### src/rtl/phasor_analyzer.sv
// Harmonic analyzer: correlates 256 consecutive valid samples against sine/cosine of one
// harmonic and reports the raw correlation sums plus rounded, saturated 4-bit magnitudes
// in the same format the phasor generator consumes.
module phasor_analyzer #(
  parameter int unsigned NLog2 = 8,
  parameter int unsigned Shift = 37
) (
  input  logic               clk_i,
  input  logic               rst_ni,
  input  logic               start_i,
  input  logic [3:0]         freq_i,
  input  logic signed [19:0] sample_in_i,
  input  logic               sample_valid_i,
  output logic               busy_o,
  output logic               result_valid_o,
  output logic signed [43:0] sine_acc_o,
  output logic signed [43:0] cosine_acc_o,
  output logic signed [3:0]  sine_mag_o,
  output logic signed [3:0]  cosine_mag_o
);

  localparam int unsigned NumSamples = 2 ** NLog2;
  localparam logic [NLog2:0] LastCount = (NLog2 + 1)'(NumSamples - 1);

  // First quadrant of round(32767 * sin(2*pi*k/256)), k = 0..64; the rest follows by symmetry,
  // which also makes every full-period sum cancel exactly.
  localparam int QuarterSine [65] = '{
        0,   804,  1608,  2410,  3212,  4011,  4808,  5602,
     6393,  7179,  7962,  8739,  9512, 10278, 11039, 11793,
    12539, 13279, 14010, 14732, 15446, 16151, 16846, 17530,
    18204, 18868, 19519, 20159, 20787, 21403, 22005, 22594,
    23170, 23731, 24279, 24811, 25329, 25832, 26319, 26790,
    27245, 27683, 28105, 28510, 28898, 29268, 29621, 29956,
    30273, 30571, 30852, 31113, 31356, 31580, 31785, 31971,
    32137, 32285, 32412, 32521, 32609, 32678, 32728, 32757,
    32767
  };

  typedef enum logic [1:0] {StIdle, StRun, StDrain, StDone} state_e;

  function automatic logic signed [15:0] rom_read(input logic [7:0] addr);
    logic [6:0]         idx;
    logic signed [15:0] mag;
    idx = addr[6] ? (7'd64 - {1'b0, addr[5:0]}) : {1'b0, addr[5:0]};
    mag = 16'(QuarterSine[idx]);
    return addr[7] ? -mag : mag;
  endfunction

  // Round half up, arithmetic shift, then clamp into the signed 4-bit range.
  function automatic logic signed [3:0] to_mag(input logic signed [43:0] acc,
                                               input int unsigned sh);
    logic signed [44:0] sum;
    logic signed [44:0] q;
    sum = 45'(acc) + (45'sd1 <<< (sh - 1));
    q   = sum >>> sh;
    if (q > 45'sd7) begin
      return 4'sd7;
    end else if (q < -45'sd8) begin
      return -4'sd8;
    end
    return q[3:0];
  endfunction

  state_e             state_q, state_d;
  logic [NLog2-1:0]   phase_q, phase_d;
  logic [NLog2:0]     count_q, count_d;
  logic [3:0]         freq_q, freq_d;
  logic [1:0]         drain_q, drain_d;
  logic               accept, clear, post;

  logic [7:0]         addr_q;
  logic signed [19:0] sample_d1_q, sample_s1_q;
  logic               valid_d1_q, valid_s1_q, valid_d2_q;
  logic signed [15:0] sin_s1_q, cos_s1_q;
  logic signed [35:0] prod_sin_q, prod_cos_q;
  logic signed [43:0] acc_sin_q, acc_cos_q;

  logic signed [43:0] sine_acc_q, cosine_acc_q;
  logic signed [3:0]  sine_mag_q, cosine_mag_q;

  // Control state register.
  always_ff @(posedge clk_i or negedge rst_ni) begin
    if (!rst_ni) begin
      state_q <= StIdle;
      phase_q <= '0;
      count_q <= '0;
      freq_q  <= '0;
      drain_q <= '0;
    end else begin
      state_q <= state_d;
      phase_q <= phase_d;
      count_q <= count_d;
      freq_q  <= freq_d;
      drain_q <= drain_d;
    end
  end

  // Next-state logic: sample acceptance, phase stepping and drain sequencing.
  always_comb begin
    state_d = state_q;
    phase_d = phase_q;
    count_d = count_q;
    freq_d  = freq_q;
    drain_d = drain_q;
    accept  = 1'b0;
    clear   = 1'b0;
    post    = 1'b0;
    unique case (state_q)
      StIdle: begin
        if (start_i) begin
          state_d = StRun;
          freq_d  = freq_i;
          phase_d = '0;
          count_d = '0;
          clear   = 1'b1;
        end
      end
      StRun: begin
        if (sample_valid_i) begin
          accept  = 1'b1;
          phase_d = phase_q + NLog2'(freq_q);
          count_d = count_q + 1'b1;
          if (count_q == LastCount) begin
            state_d = StDrain;
            drain_d = '0;
          end
        end
      end
      StDrain: begin
        // Last sample needs ROM, product and accumulate stages before the sums are final.
        drain_d = drain_q + 2'd1;
        if (drain_q == 2'd3) begin
          state_d = StDone;
          post    = 1'b1;
        end
      end
      StDone: begin
        state_d = StIdle;
      end
      default: begin
        state_d = StIdle;
      end
    endcase
  end

  // Correlation pipeline: sample capture, ROM read, multiply, accumulate.
  always_ff @(posedge clk_i or negedge rst_ni) begin
    if (!rst_ni) begin
      addr_q      <= '0;
      sample_d1_q <= '0;
      valid_d1_q  <= 1'b0;
      sample_s1_q <= '0;
      sin_s1_q    <= '0;
      cos_s1_q    <= '0;
      valid_s1_q  <= 1'b0;
      prod_sin_q  <= '0;
      prod_cos_q  <= '0;
      valid_d2_q  <= 1'b0;
      acc_sin_q   <= '0;
      acc_cos_q   <= '0;
    end else if (clear) begin
      valid_d1_q <= 1'b0;
      valid_s1_q <= 1'b0;
      valid_d2_q <= 1'b0;
      acc_sin_q  <= '0;
      acc_cos_q  <= '0;
    end else begin
      valid_d1_q <= accept;
      if (accept) begin
        addr_q      <= 8'(phase_q);
        sample_d1_q <= sample_in_i;
      end
      valid_s1_q  <= valid_d1_q;
      sample_s1_q <= sample_d1_q;
      sin_s1_q    <= rom_read(addr_q);
      cos_s1_q    <= rom_read(addr_q + 8'd64);
      valid_d2_q  <= valid_s1_q;
      prod_sin_q  <= 36'(sample_s1_q) * 36'(sin_s1_q);
      prod_cos_q  <= 36'(sample_s1_q) * 36'(cos_s1_q);
      if (valid_d2_q) begin
        acc_sin_q <= acc_sin_q + 44'(prod_sin_q);
        acc_cos_q <= acc_cos_q + 44'(prod_cos_q);
      end
    end
  end

  // Result registers hold until the next measurement completes.
  always_ff @(posedge clk_i or negedge rst_ni) begin
    if (!rst_ni) begin
      sine_acc_q   <= '0;
      cosine_acc_q <= '0;
      sine_mag_q   <= '0;
      cosine_mag_q <= '0;
    end else if (post) begin
      sine_acc_q   <= acc_sin_q;
      cosine_acc_q <= acc_cos_q;
      // DC correlates against 256*A^2 rather than 128*A^2, hence one extra shift.
      sine_mag_q   <= (freq_q == 4'd0) ? 4'sd0 : to_mag(acc_sin_q, Shift);
      cosine_mag_q <= to_mag(acc_cos_q, (freq_q == 4'd0) ? Shift + 1 : Shift);
    end
  end

  assign busy_o         = (state_q == StRun) || (state_q == StDrain);
  assign result_valid_o = (state_q == StDone);
  assign sine_acc_o     = sine_acc_q;
  assign cosine_acc_o   = cosine_acc_q;
  assign sine_mag_o     = sine_mag_q;
  assign cosine_mag_o   = cosine_mag_q;

endmodule

### config.mk
export PLATFORM = sky130hd
export DESIGN_NAME = phasor_analyzer
export DESIGN_NICKNAME = d
export VERILOG_FILES = /design/src/rtl/phasor_analyzer.sv
export SDC_FILE = /design/constraint.sdc
export NUM_CORES = 2
export LEC_CHECK = 0
export BUFFER_PORTS_ARGS = -buffer_cell sky130_fd_sc_hd__buf_4
export CAP_MARGIN = 30
export CORE_ASPECT_RATIO = 0.5
export CORE_MARGIN = 2
export CORE_UTILIZATION = 60
export CTS_CLUSTER_SIZE = 12
export DETAILED_ROUTE_END_ITERATION = 10
export GPL_TIMING_DRIVEN = 0
export PLACE_DENSITY = 0.88
export SKIP_CTS_REPAIR_TIMING = 1
export SKIP_LAST_GASP = 1
export SLEW_MARGIN = 20
export SYNTH_ARGS = -nofsm -noshare
export SYNTH_HDL_FRONTEND = slang
export SYNTH_SLANG_ARGS = --single-unit
### constraint.sdc
create_clock -name clk_i -period 7.3 [get_ports clk_i]
set_input_delay 0.73 -clock clk_i [delete_from_list [all_inputs] [get_ports clk_i]]
set_output_delay 0.73 -clock clk_i [all_outputs]
set_load 0.02 [all_outputs]
==> summary.txt <==
status: completed
number of flops mapped to enable cells by yosys: 0
max cap viols: 0
Die Wd: 400 microns
worst skew pair latency: 0.63 ns
area of the multi-input gates: 0.0339 sq mm
Synth Warn #: 0
Detailed Place HPWL: 124 mm
register area: 0.00913 sq mm
Tmin final: 7.20 ns
Initial Util: 60.7%
number of port buffers: 125
Worst Tran Pin Value: 1.10 ns
remaining antenna violation count after routing: 0
crit-path max FO: 10
Final Core Density: 66.3%
Vias/cell: 6.30
CP Data Required Time: 7.76 ns
clk buf depth: 3
global-route wire length before repair: 243 mm
Final Hold Fails: 0
nets: 6426
Post-synth ARST share: 100%
HP Class: input port to asynchronous set/reset pin
Worst Skew: 0.0384 ns
clock-pin slew on the worst setup and hold paths: 0.06 ns
htree depth: 2
CTS tree: yes
largest net degree at the start of global routing: 95
Mapped Nets: 6230
Startpoint Class: flip-flop
initial antenna violation count: 12
Seq/Total Area, Yosys: 19.4%
I/O Pins: 126
Die H: 202 microns
CTS Root Cell: clkbuf_16
Max Clock Freq: 139 MHz
RePlAce Congestion: 1.02
DR iter-0 viols: 4735
Synth Instances: 5255
Total GRT Usage: 39.7%
kind of critical path: flip-flop to flip-flop
core footprint: 0.0775 sq mm
post-route setup slack: 0.103 ns
Fillers: 5961
Slew Limit Fails: 0
Remaining DRCs: 0
clock sinks: 364
Setup crit end kind: flip-flop
grt total ovfl: 0
Yosys reg bits: 364
Netlist cell types: 109
Slew headroom: 26.9%
Main synth FF type: dfrtp_1
layout cell share with drive strength beyond 1: 10.4%
DR pass1 iterations: 8
final wirelength: 159 mm
RSZ-0062 raised after global routing: true
Final setup viols: 0
part of the cycle the worst path needs: 98.6%
vias in the first global route: 42200
via count: 41100
Placed Cells: 6429
Crit path arrival time: 7.65 ns
Cell Area, Synth: 0.0470 sq mm
CTS buffer count: 40
Synth Area per Inst: 8.95 sq um
Place WS: -1.03 ns
non-filler cells, final: 6517
row cnt: 72
die area: 0.0808 sq mm
WL/cell: 24.4 microns
area grow syn2layout: 9.11%
-- cells by family (layout without fill, tap and decap cells) --
logic type               after synthesis  after routing  share of synthesized area, %
AND/OR/NAND/NOR                     1554           1554                          15.7
buffers and inverters               1099           1316                          8.99
adder cells (fa/ha/maj)              947            947                          35.4
AO/OA/AOI/OAI                        927            927                          12.9
flip-flops                           364            364                          19.4
XOR/XNOR                             197            197                          3.74
multiplexers                         167            167                          3.88
other                                  0              9                             0
-- cell usage in the layout (no fill, tap or decap), types with 12 or more instances in the layout --
cell type  count
buf_4        145
o211ai_1      27
a21oi_1      237
a221oi_1      13
xnor2_1      122
mux2_2       111
o22ai_1       14
nor3_1        62
dfrtp_2       16
clkbuf_4      17
fa_1         639
and3_1        30
a211oi_1      47
clkbuf_1     132
a21o_1        85
nor2b_1       27
buf_6         14
a211o_1       17
inv_1        815
o31ai_1       21
or2_2         12
nand2_1      630
dfrtp_1      348
xor2_1        66
or3_1         13
nor2_1       289
nand3_1       65
nand4_1       20
buf_2         47
and2_1       315
o21ai_1       21
mux2i_1       55
o21bai_1      29
o21ai_0      206
nand2b_1      32
ha_1         306
a31oi_1       34
o21a_1        24
clkbuf_2      58
clkbuf_16     41
-- cell usage after synthesis (62+ instances only) --
master    number  share of area [%]
dfrtp_1      364                 19
nand2_1      630                5.0
a21oi_1      241                2.6
mux2_2       111                2.7
inv_1        815                6.5
o21ai_0      211                2.2
xor2_1        69                1.3
a21o_1        85                1.4
and2_1       315                4.2
nor3_1        62               0.66
nand3_1       65               0.69
nor2_1       289                2.3
xnor2_1      125                2.3
clkbuf_1     217                1.7
fa_1         640                 27
ha_1         307                8.2
-- critical path, cell delays in order (launching register included) --
cell	delay, ns
dfrtp_2	0.58
clkbuf_2	0.47
nand2_1	0.13
fa_1	0.55
fa_1	0.45
fa_1	0.48
fa_1	0.49
inv_1	0.06
fa_1	0.54
inv_1	0.06
fa_1	0.52
inv_1	0.04
ha_1	0.35
nand3_1	0.13
nor3_1	0.06
a21oi_1	0.30
a31oi_1	0.29
a221o_1	0.43
a21oi_2	0.33
o21bai_1	0.23
xnor2_2	0.42
a21oi_1	0.13
-- state kept, by name, indices dropped and copies added (netlist names) --
| register | cells |
|---|---|
| prod_cos_q | 36 |
| drain_q | 2 |
| sample_s1_q | 20 |
| cosine_acc_o | 44 |
| addr_q | 8 |
| cos_s1_q | 16 |
| phase_q | 8 |
| state_q | 2 |
| count_q | 9 |
| acc_sin_q | 44 |
| sample_d1_q | 20 |
| sine_acc_o | 44 |
| valid_s1_q | 1 |
| freq_q | 4 |
| valid_d2_q | 1 |
| prod_sin_q | 36 |
| sine_mag_o | 4 |
| cosine_mag_o | 4 |
| valid_d1_q | 1 |
| acc_cos_q | 44 |
| sin_s1_q | 16 |
-- path summary, 6_finish.rpt --
check | slack (ns) | to | startpoint | cells after the start
setup / recovery | 0.10 | prod_cos_q[30]$_DFFE_PN0N_ | sample_s1_q[10]$_DFFE_PN0N_ | 21
hold / removal | 0.02 | acc_sin_q[28]$_DFFE_PN0P_ | rst_ni | 1
setup reg to reg | 0.10 | prod_cos_q[30]$_DFFE_PN0N_ | sample_s1_q[10]$_DFFE_PN0N_ | 21
hold reg to reg | 0.44 | valid_s1_q$_DFF_PN0_ | valid_d1_q$_DFF_PN0_ | 1
max in group asynchronous | 5.74 | prod_cos_q[32]$_DFFE_PN0N_ | rst_ni | 4
min in group clk_i | 0.34 | freq_q[2]$_DFFE_PN0P_ | freq_i[2] | 3
-- per-stage QoR --
step	hold slack, ns	instance area [sq um]	TNS (ns)
after floorplan	0.428	47000	0
after global placement	0.432	49300	-11.15
after detailed placement	0.441	49500	-9.71
after CTS	0.0269	50800	-10.53
after global routing	0.0463	51300	-0.102
final	0.0234	51300	0
-- layout make-up --
class | instances | share of cell area (%)
Inverter | 823 | 6.03
Sequential cell | 364 | 17.8
Buffer | 276 | 2.55
Tap cell | 1036 | 2.53
Timing Repair Buffer | 154 | 2.60
Clock buffer | 55 | 2.28
Clock inverter | 8 | 0.224
Antenna cell | 9 | 0.0439
Multi-Input combinational cell | 3792 | 66.0
-- metal layers --
layer / global-route usage (%) / wire length, microns / share of wire, % / up-vias
met5: 0 / 52 / 0.033 / -
met4: 19.2 / 9060 / 5.7 / 8
met3: 14.2 / 22100 / 14 / 600
met2: 58.7 / 68200 / 43 / 2695
met1: 52.1 / 59700 / 38 / 20400
li1: - / - / - / 17400
Power is left out: the tool's default activity adds up to more than one toggle a clock period on the data nets, which glitch-free logic cannot reach.
